<file path="config.mk">
export PLATFORM = sky130hd
export DESIGN_NAME = ac_timer_ctrl
export DESIGN_NICKNAME = d
export VERILOG_FILES = /design/src/rtl/ac_ctrl_pkg.sv /design/src/rtl/ac_timer_ctrl_bcd_countdown.sv /design/src/rtl/ac_timer_ctrl.sv
export SDC_FILE = /design/constraint.sdc
export NUM_CORES = 1
export LEC_CHECK = 0
export ABC_AREA = 1
export ABC_CLOCK_PERIOD_IN_PS = 2100
export CAP_MARGIN = 10
export CORE_MARGIN = 5
export CORE_UTILIZATION = 30
export DETAILED_ROUTE_END_ITERATION = 10
export MAX_ROUTING_LAYER = met4
export PLACE_DENSITY = 0.46
export SYNTH_ARGS = -nofsm -noshare
export SYNTH_HDL_FRONTEND = slang
export SYNTH_SLANG_ARGS = --single-unit
</file>
<file path="constraint.sdc">
create_clock -name CLK -period 2.1 [get_ports CLK]
set_input_delay 0.315 -clock CLK [delete_from_list [all_inputs] [get_ports CLK]]
set_output_delay 0.315 -clock CLK [all_outputs]
set_load 0.01 [all_outputs]
</file>
<file path="src/rtl/ac_ctrl_pkg.sv">
// ac_ctrl_pkg: shared types and constants for the AC panel controller.
// Mode states, key bit indices, timer kinds, display codes, BCD helper.
package ac_ctrl_pkg;

  typedef enum logic [2:0] {
    IDLE      = 3'd0,
    SET_SLEEP = 3'd1,
    SET_OFF   = 3'd2,
    RUN       = 3'd3,
    SET_FAN   = 3'd4
  } state_t;

  typedef enum logic {
    KIND_SLEEP = 1'b0,
    KIND_OFF   = 1'b1
  } kind_t;

  localparam int KEY_MODE = 0;
  localparam int KEY_UP   = 1;
  localparam int KEY_DOWN = 2;
  localparam int KEY_CONF = 3;

  localparam logic [3:0] DISP_WARN  = 4'h9;
  localparam logic [3:0] DISP_SLEEP = 4'hB;
  localparam logic [3:0] DISP_OFF   = 4'hC;

  function automatic logic [23:0] to_bcd(
    input int unsigned val
  );
    logic [23:0] r;
    int unsigned v;
    r = '0;
    v = val;
    for (int i = 0; i < 6; i++) begin
      r[i*4 +: 4] = 4'(v % 10);
      v = v / 10;
    end
    return r;
  endfunction

endpackage

</file>
<file path="src/rtl/ac_timer_ctrl_bcd_countdown.sv">
// bcd_countdown: DIGITS-wide BCD down counter with load and clear.
// Flags zero and a match against the warning threshold.
module bcd_countdown
  import ac_ctrl_pkg::*;
#(
  parameter int DIGITS    = 4,
  parameter int WARN_SECS = 30
) (
  input  logic                clk,
  input  logic                rst_n,
  input  logic                clr,
  input  logic                load,
  input  logic [4*DIGITS-1:0] load_val,
  input  logic                dec,
  output logic [4*DIGITS-1:0] count,
  output logic                zero,
  output logic                warn_eq
);

  localparam logic [23:0] WarnBcd = to_bcd(WARN_SECS);

  logic [4*DIGITS-1:0] cnt_q;
  logic [4*DIGITS-1:0] dec_val;

  // Ripple borrow: a digit steps down only when all lower digits are 0.
  always_comb begin
    logic borrow;
    borrow  = 1'b1;
    dec_val = cnt_q;
    for (int i = 0; i < DIGITS; i++) begin
      if (borrow) begin
        dec_val[i*4 +: 4] = (cnt_q[i*4 +: 4] == 4'd0)
                          ? 4'd9
                          : cnt_q[i*4 +: 4] - 4'd1;
      end
      borrow = borrow && (cnt_q[i*4 +: 4] == 4'd0);
    end
  end

  // Clear and load take priority over a same-cycle decrement.
  always_ff @(posedge clk or negedge rst_n) begin
    if (!rst_n) begin
      cnt_q <= '0;
    end else if (clr) begin
      cnt_q <= '0;
    end else if (load) begin
      cnt_q <= load_val;
    end else if (dec) begin
      cnt_q <= dec_val;
    end
  end

  assign count   = cnt_q;
  assign zero    = (cnt_q == '0);
  assign warn_eq = (cnt_q == WarnBcd[4*DIGITS-1:0]);

endmodule

</file>
<file path="src/rtl/ac_timer_ctrl.sv">
// ac_timer_ctrl: key-driven mode FSM, 1 s prescaler and BCD countdown.
// Warning beep is built only when AC_WARN_BEEP_EN is defined.
module ac_timer_ctrl
  import ac_ctrl_pkg::*;
#(
  parameter int  TICK_DIV    = 100_000_000,
  parameter int  DIGITS      = 4,
  parameter int  FAN_LEVELS  = 6,
  parameter int  WARN_SECS   = 30,
  parameter int  BEEP_CYCLES = 100_000_000,
  localparam int FW          = $clog2(FAN_LEVELS)
) (
  input  logic                CLK,
  input  logic                RSTn,
  input  logic [3:0]          key_value,
  output logic [3:0]          disp_mode,
  output logic [4*DIGITS-1:0] disp_bcd,
  output logic [FW-1:0]       fan_level,
  output logic                power_on,
  output logic                expire,
  output logic                beep
);

  localparam int PW = $clog2(TICK_DIV);
  localparam int CW = $clog2(DIGITS);

  state_t              state;
  state_t              state_n;
  logic [PW-1:0]       pres;
  logic [4*DIGITS-1:0] edit_buf;
  logic [CW-1:0]       cursor;
  logic [FW-1:0]       edit_lvl;
  logic                armed;
  kind_t               kind;
  logic                exp_valid;
  kind_t               exp_kind;
  logic [4*DIGITS-1:0] count;
  logic                cnt_zero;
  logic                warn_eq;
  logic                beep_low;

  logic k_mode, k_conf, k_up, k_down;
  logic in_set, conf_set, load, disarm;
  logic tick, dec, expire_now;

  assign k_mode = key_value[KEY_MODE];
  assign k_conf = key_value[KEY_CONF] & ~k_mode;
  assign k_up   = key_value[KEY_UP] & ~k_mode
                & ~key_value[KEY_CONF];
  assign k_down = key_value[KEY_DOWN] & ~k_mode
                & ~key_value[KEY_CONF]
                & ~key_value[KEY_UP];

  assign in_set     = (state == SET_SLEEP)
                   || (state == SET_OFF);
  assign conf_set   = in_set && k_conf;
  assign load       = conf_set && (|edit_buf);
  assign disarm     = conf_set && !(|edit_buf);
  assign tick       = (pres == PW'(TICK_DIV - 1));
  assign dec        = armed && tick && !cnt_zero;
  assign expire_now = armed && cnt_zero && !conf_set;

  bcd_countdown #(
    .DIGITS    (DIGITS),
    .WARN_SECS (WARN_SECS)
  ) u_cnt (
    .clk      (CLK),
    .rst_n    (RSTn),
    .clr      (disarm),
    .load     (load),
    .load_val (edit_buf),
    .dec      (dec),
    .count    (count),
    .zero     (cnt_zero),
    .warn_eq  (warn_eq)
  );

  // Free-running 1 s prescaler.
  always_ff @(posedge CLK or negedge RSTn) begin
    if (!RSTn) begin
      pres <= '0;
    end else begin
      pres <= tick ? '0 : pres + 1'b1;
    end
  end

  // Mode state register.
  always_ff @(posedge CLK or negedge RSTn) begin
    if (!RSTn) begin
      state <= IDLE;
    end else begin
      state <= state_n;
    end
  end

  // Mode key walks the ring of states.
  always_comb begin
    state_n = state;
    if (k_mode) begin
      unique case (state)
        IDLE:      state_n = SET_SLEEP;
        SET_SLEEP: state_n = SET_OFF;
        SET_OFF:   state_n = RUN;
        RUN:       state_n = SET_FAN;
        SET_FAN:   state_n = IDLE;
        default:   state_n = IDLE;
      endcase
    end
  end

  // Edit buffer, cursor and fan edit level follow the active state.
  always_ff @(posedge CLK or negedge RSTn) begin
    if (!RSTn) begin
      edit_buf <= '0;
      cursor   <= '0;
      edit_lvl <= '0;
    end else if (k_mode) begin
      if (state_n == SET_SLEEP || state_n == SET_OFF) begin
        edit_buf <= '0;
        cursor   <= '0;
      end
      if (state_n == SET_FAN) begin
        edit_lvl <= fan_level;
      end
    end else if (in_set) begin
      unique case (1'b1)
        k_up: begin
          cursor <= (cursor == CW'(DIGITS - 1))
                  ? '0 : cursor + 1'b1;
        end
        k_down: begin
          edit_buf[cursor*4 +: 4] <=
            (edit_buf[cursor*4 +: 4] == 4'd9)
            ? 4'd0 : edit_buf[cursor*4 +: 4] + 4'd1;
        end
        default: ;
      endcase
    end else if (state == SET_FAN) begin
      unique case (1'b1)
        k_up: begin
          edit_lvl <= (edit_lvl == FW'(FAN_LEVELS - 1))
                    ? '0 : edit_lvl + 1'b1;
        end
        k_down: begin
          edit_lvl <= (edit_lvl == '0)
                    ? FW'(FAN_LEVELS - 1) : edit_lvl - 1'b1;
        end
        default: ;
      endcase
    end
  end

  // Arming, expiry effects, power and committed fan level.
  always_ff @(posedge CLK or negedge RSTn) begin
    if (!RSTn) begin
      armed     <= 1'b0;
      kind      <= KIND_SLEEP;
      exp_valid <= 1'b0;
      exp_kind  <= KIND_SLEEP;
      expire    <= 1'b0;
      power_on  <= 1'b1;
      fan_level <= '0;
    end else begin
      expire <= expire_now;
      if (load) begin
        armed     <= 1'b1;
        kind      <= (state == SET_SLEEP) ? KIND_SLEEP : KIND_OFF;
        exp_valid <= 1'b0;
        power_on  <= 1'b1;
      end else if (disarm) begin
        armed     <= 1'b0;
        exp_valid <= 1'b0;
      end else if (expire_now) begin
        armed     <= 1'b0;
        exp_valid <= 1'b1;
        exp_kind  <= kind;
        if (kind == KIND_OFF) begin
          power_on <= 1'b0;
        end
      end
      if (state == SET_FAN && k_conf) begin
        fan_level <= edit_lvl;
      end else if (expire_now && kind == KIND_SLEEP
                   && fan_level > FW'(1)) begin
        fan_level <= FW'(1);
      end
    end
  end

`ifdef AC_WARN_BEEP_EN
  localparam int BW = $clog2(BEEP_CYCLES + 1);

  logic          warn_armed;
  logic          beep_q;
  logic [BW-1:0] beep_cnt;
  logic          warn_fire;

  assign warn_fire = armed && warn_armed && warn_eq && !conf_set;

  // One-shot warning per arm; a new load silences a running beep.
  always_ff @(posedge CLK or negedge RSTn) begin
    if (!RSTn) begin
      warn_armed <= 1'b0;
      beep_q     <= 1'b1;
      beep_cnt   <= '0;
    end else if (load) begin
      warn_armed <= 1'b1;
      beep_q     <= 1'b1;
      beep_cnt   <= '0;
    end else if (warn_fire) begin
      warn_armed <= 1'b0;
      beep_q     <= 1'b0;
      beep_cnt   <= BW'(BEEP_CYCLES - 1);
    end else if (!beep_q) begin
      if (beep_cnt == '0) begin
        beep_q <= 1'b1;
      end else begin
        beep_cnt <= beep_cnt - 1'b1;
      end
    end
  end

  assign beep     = beep_q;
  assign beep_low = !beep_q;
`else
  localparam int unused_beep = BEEP_CYCLES;
  logic unused_warn;
  assign unused_warn = warn_eq;
  assign beep        = 1'b1;
  assign beep_low    = 1'b0;
`endif

  logic [3:0] lvl4;
  logic [3:0] exp_code;

  assign lvl4     = 4'(edit_lvl);
  assign exp_code = (exp_kind == KIND_OFF) ? DISP_OFF : DISP_SLEEP;

  assign disp_mode = {1'b0, state};

  // Display source selected by the current state.
  always_comb begin
    disp_bcd = '0;
    unique case (state)
      SET_SLEEP, SET_OFF: disp_bcd = edit_buf;
      SET_FAN:            disp_bcd[3:0] = lvl4;
      RUN: begin
        if (beep_low) begin
          disp_bcd = {DIGITS{DISP_WARN}};
        end else if (!armed && exp_valid) begin
          disp_bcd = {DIGITS{exp_code}};
        end else begin
          disp_bcd = count;
        end
      end
      default: ;
    endcase
  end

endmodule

</file>
==> impl_metrics.toml, run 1 <==
[status]
outcome = "complete, no violations"

[worst_setup_path]
slowest_stage = "dfrtp_1"
required_ns = 1.78
crit_chain = "inv_2, buf_4, nand3_2, nand2_2, inv_4, o21ai_0, clkdlybuf4s15_1"
critPathMaxStageDelay_ns = 0.39
r2r_start = "cursor[0]$_DFFE_PN0P_"
cp_max_fo = 17
endpoint_kind = "output port"
arrival_ns = 1.70
startpoint_type = "flop"
ff2ff_setup_slack_ns = 0.25
worstSetupPathType = "reg -> out"
path_buf_inv = 4
startpoint = "state[2]$_DFF_PN0_"
cp_top_family = "buffers and inverters"

[sta]
rsz0062_at_grt = "yes"
skew_ns = 0.008701
fmax_mhz = 496.8
slew_headroom = 0.6475
fin_hold_ws_ns = 0.4626
fin_crit_ns = 2.013
period_share = 0.9585
setup-violations-final = 0
hold_viol_final = 0
drv_slew = 0
fin_setup_tns_ns = 0
tightest_slew_ns = 0.5232

[clock_tree]
cts_sinks = 76
clockBufferDepth = 2
numCtsBuffers = 9
htree_levels = 3
cts_root_buf = "clkbuf_16"
clk_pin_slew_ns = 0.06
cts_tree = "built"
worstSkewPairLatency_ns = 0.34

[yosys]
syn_inst = 712
synth.ff_latch_count = 76
yosys_warnings = 0
syn_avg_cell_area_sq_um = 6.987
synth_seq_area_share = 0.3825
syn_area_sq_um = 4975
ys_types = 39
syn_nets = 726

[job]
cap_violations = 0

[routing]
drt_drc_violations_left = 0
first_pass_iters = 5
wl_per_cell_um = 14.38
routed_wl_um = 14190
dr_total_vias = 4799
drt-initial-drc-count = 391
vias_per_cell = 4.862
ant_nets = 0

[cells_and_area]
fin_nets = 776
num_antenna_cells = 0
seq_area_sq_um = 1903
multiInputGateArea_sq_um = 2643
fin_area_sq_um = 5903
drive_above_1_share = 0.1265
layout.filler_cells = 1734
finalNonFillerCells = 987
area_delta_synth_final_pct = 18.66

[die]
die-area_sq_um = 19260
die-height_um = 138.8
core_sq_um = 16410
start_util = 0.3032
die_x_um = 138.8
num_rows = 47
pin_count = 32

[global_routing]
antenna_found_initial = 0
grt_pass1_wl_um = 23300
grt_pass1_vias = 4427
grt_max_degree = 37
grt_use_total = 0.1525
grt.overflow.total = 0

[power_and_ir_drop]
p_per_area_nw_per_um2 = 1112
leakagePower_nw = 2.905
power_mw = 6.562
peakVddDrop_mv = 0.3831

[placement]
hpwlAfterDp_um = 11130
place_inst = 969
place_area_sq_um = 5635
place_congestion = 0.9116
port_buffers = 29

[worst_hold_path]
min_from = "pres[0]$_DFF_PN0_"
worstHoldPathType = "reg -> reg"
## stage by stage
stage | setup slack (ns) | util
floorplan | 0.4912 | -
global placement | 0.006915 | 0.3435
detailed placement | -0.04613 | 0.3435
CTS | -0.001154 | 0.3619
global route | -0.06098 | 0.3598
finish | 0.08707 | 0.3598
## worst paths after layout
kind	end	cells past startpoint
setup / recovery	disp_bcd[12]	7
hold / removal	pres[0]$_DFF_PN0_	1
setup reg to reg	edit_buf[4]$_DFFE_PN0P_	11
hold reg to reg	pres[0]$_DFF_PN0_	1
max in group asynchronous	pres[24]$_DFF_PN0_	3
min in group asynchronous	pres[13]$_DFF_PN0_	2
## worst register-to-register path, stage by stage, from the launching register on
cell,delay [ns]
dfrtp_1,0.40
buf_4,0.22
nand2_1,0.10
nand2_1,0.08
nand2_1,0.05
nand2_1,0.13
ha_1,0.20
nand2_1,0.06
nor2_1,0.17
inv_2,0.10
nand4_1,0.11
o21ai_0,0.10
## sequential cells by signal (all words and copies together), names as in the netlist
signal	cells
exp_kind	1
edit_buf	16
u_cnt.count	16
pres	27
armed	1
expire	1
cursor	2
kind	1
power_on	1
exp_valid	1
edit_lvl	3
state	3
fan_level	3
## cell families (layout without fill, tap and decap cells)
logic type      Yosys count  after routing  share of synthesized area
simple gates            393            393                     0.3592
compound gates          109            109                     0.1177
buf+inv                 107            162                    0.08903
flops                    76             76                     0.3825
xor+xnor                 17             17                    0.02993
fa+ha+maj                 8              8                    0.02012
other cells               2              2                   0.001510
## what timing repair did
item / CTS / global route
endpoints found under the setup margin: 16 / 18
buffers inserted: 1 / 0
gates resized for setup: 30 / 31
endpoints found under the hold margin: 33 / 0
hold buffers: 1 / 0
## report_power, final
| part | switching (mW) | internal, mW |
|---|---|---|
| Sequential | 0.365 | 1.76 |
| Combinational | 1.80 | 1.07 |
| Clock | 0.612 | 0.952 |
| Total | 2.78 | 3.78 |
## layout make-up
class / instances / share of cell area
multi-input combinational: 529 / 0.4476
sequential: 76 / 0.3224
timing repair buffer: 53 / 0.07355
inverter: 93 / 0.05977
tap: 220 / 0.04663
clock buffer: 12 / 0.04175
clock inverter: 4 / 0.008266
## routing by layer
layer | wire length, um | vias up | share of wire | track usage
met2 | 5966 | 127 | 0.42 | 0.2097
met3 | 680 | 17 | 0.048 | 0.03000
li1 | - | 2405 | - | -
met1 | 7311 | 2250 | 0.52 | 0.2259
met4 | 231 | 0 | 0.016 | 0.04428
met5 | 0 | - | 0 | -
## synthesized netlist by cell type, drive strengths merged
cell / count / area, sq um
nand4: 12 / 90.09
a21boi: 1 / 7.510
nand2: 197 / 769.5
a21oi: 16 / 80.08
nor4: 1 / 21.27
xnor2: 4 / 35.03
o211ai: 3 / 22.52
clkbuf: 3 / 11.26
inv: 91 / 341.6
o21ai: 81 / 416.7
nand3b: 3 / 22.52
conb: 2 / 7.510
o221ai: 2 / 17.52
clkinv: 2 / 8.750
nor3: 17 / 90.09
dfstp: 1 / 26.28
o22ai: 3 / 18.77
nor2: 90 / 406.6
or2: 1 / 6.260
o21a: 3 / 22.52
buf: 11 / 81.32
ha: 8 / 100.1
nand3: 72 / 380.4
dfrtp: 75 / 1877
xor2: 13 / 113.9
## cell usage in the layout, fill, tap and decap left out, drive strengths merged, types with 4 or more instances in the layout
cell type      netlist  layout
nand3               72      72
a21oi               16      16
clkdlybuf4s50        0      12
clkbuf               3      24
nor3                17      17
dfrtp               75      75
xnor2                4       4
clkinv               2       5
inv                 91      91
o21ai               81      81
xor2                13      13
nand4               12      12
nor2                90      90
buf                 11      24
ha                   8       8
nand2              197     197
Power figures use the tool's default switching activity.
==> run 2: changes to the inputs <==
--- a/config.mk
+++ b/config.mk
@@ -13,6 +13,7 @@
 export DETAILED_ROUTE_END_ITERATION = 10
 export MAX_ROUTING_LAYER = met4
 export PLACE_DENSITY = 0.46
+export SKIP_CTS_REPAIR_TIMING = 1
 export SYNTH_ARGS = -nofsm -noshare
 export SYNTH_HDL_FRONTEND = slang
 export SYNTH_SLANG_ARGS = --single-unit
==> impl_metrics.toml, run 2 (synthesized netlist as in run 1, its figures left out) <==
[cells_and_area]
largest_reg_flops = 27
drive_above_1_share = 0.1123
finalNonFillerCells = 986
fin_area_sq_um = 5991
area_delta_synth_final_pct = 20.42
mostFrequentLayoutCell = "nand2_1"
utilization = 0.3651
fin_nets = 775
top_register = "pres"
num_antenna_cells = 0
final_cell_mix = "nand2_1, inv_1, dfrtp_1"

[die]
die-height_um = 138.8
num_rows = 47
start_util = 0.3032
pin_count = 32
core_sq_um = 16410
die-area_sq_um = 19260
die_x_um = 138.8

[global_routing]
grt_use_total = 0.1525
grt_pass1_vias = 4420
grt_max_degree = 37
grt_pass1_wl_um = 23290
grt.overflow.total = 0
antenna_found_initial = 0

[routing]
wl_per_cell_um = 14.44
vias_per_cell = 4.832
drt_drc_violations_left = 0
first_pass_iters = 5
routed_wl_um = 14240
ant_nets = 0
dr_total_vias = 4764
drt-initial-drc-count = 456

[worst_setup_path]
required_ns = 1.78
cp_top_family = "buffers and inverters"
worstSetupPathType = "reg -> out"
cp_common_cell = "buf_4"
slowest_stage = "dfrtp_1"
endpoint_kind = "output port"
arrival_ns = 1.68
path_buf_inv = 3
startpoint_type = "flop"
critPathMaxStageDelay_ns = 0.41
crit_chain = "buf_4, nor3_1, buf_4, nand2_1, o211ai_1, dlymetal6s2s_1"
cp_max_fo = 4

[sta]
setup-violations-final = 0
setup_ws_ns = 0.1055
tightest_slew_ns = 0.5191
hold_viol_final = 0
period_share = 0.9498
skew_ns = 0.009558
fmax_mhz = 501.4
fin_crit_ns = 1.995
slew_headroom = 0.6503
drv_slew = 0
rsz0062_at_grt = "no"

[clock_tree]
numCtsBuffers = 9
worstSkewPairLatency_ns = 0.34
cts_root_buf = "clkbuf_16"
cts_tree = "built"
cts_sinks = 76
clk_pin_slew_ns = 0.06
htree_levels = 3
clockBufferDepth = 2

[placement]
port_buffers = 29
place_area_sq_um = 5635
place_congestion = 0.9116
place_inst = 969
hpwlAfterDp_um = 11130
dpl_worst_slack_ns = -0.04613

[power_and_ir_drop]
leakagePower_nw = 3.148
peakVddDrop_mv = 0.3833
power_mw = 6.602
p_per_area_nw_per_um2 = 1102

[worst_hold_path]
worstHoldPathType = "reg -> reg"

[job]
cap_violations = 0

[status]
outcome = "complete, no violations"
-- run 2: cell types whose count changed in the layout (fill, tap and decap cells not counted), sizes merged --
cell and change:
buf -1, dlymetal6s2s +15, dlygate4sd2 -1, clkbuf -11, clkdlybuf4s15 -3
-- run 2: power breakdown --
group | leakage [nW] | switching [mW] | internal [mW] | total [mW]
Combinational | 1.99 | 1.80 | 1.10 | 2.90
Sequential | 1.01 | 0.367 | 1.76 | 2.13
Clock | 0.147 | 0.618 | 0.952 | 1.57
-- run 2: per-layer routing --
layer | vias to the layer above | wire (um) | track usage
li1 | 2401 | - | -
met1 | 2245 | 7457 | 0.2259
met2 | 103 | 6024 | 0.2107
met3 | 15 | 553 | 0.03000
met4 | 0 | 206 | 0.04222
met5 | - | 0 | -
-- run 2: layout make-up --
type	instances	area, sq um
clock buffers	12	246.5
clock inverters	4	48.80
fillers	1718	10420
inverters	93	352.8
multi-input cells	529	2643
flip-flops and latches	76	1904
well taps	220	275.3
repair buffers	52	520.5
-- run 2: stage by stage --
stage | hold slack (ns) | TNS [ns]
2_1_floorplan | 0.01941 | 0
3_3_place_gp | 0.3223 | 0
3_5_place_dp | 0.3318 | -0.05550
4_1_cts | -0.03563 | -5.312
5_1_grt | 0.4960 | 0
6_report | 0.4626 | 0
-- run 2: path summary, 6_finish.rpt --
kind | from | endpoint | slack [ns] | depth (start not counted)
hold / removal | pres[0]$_DFF_PN0_ | pres[0]$_DFF_PN0_ | 0.46 | 1
hold reg to reg | pres[0]$_DFF_PN0_ | pres[0]$_DFF_PN0_ | 0.46 | 1
min in group asynchronous | RSTn | pres[13]$_DFF_PN0_ | 0.49 | 2
setup reg to reg | cursor[0]$_DFFE_PN0P_ | edit_buf[4]$_DFFE_PN0P_ | 0.25 | 11
setup / recovery | state[0]$_DFF_PN0_ | disp_bcd[0] | 0.11 | 6
max in group asynchronous | RSTn | pres[24]$_DFF_PN0_ | 1.03 | 3
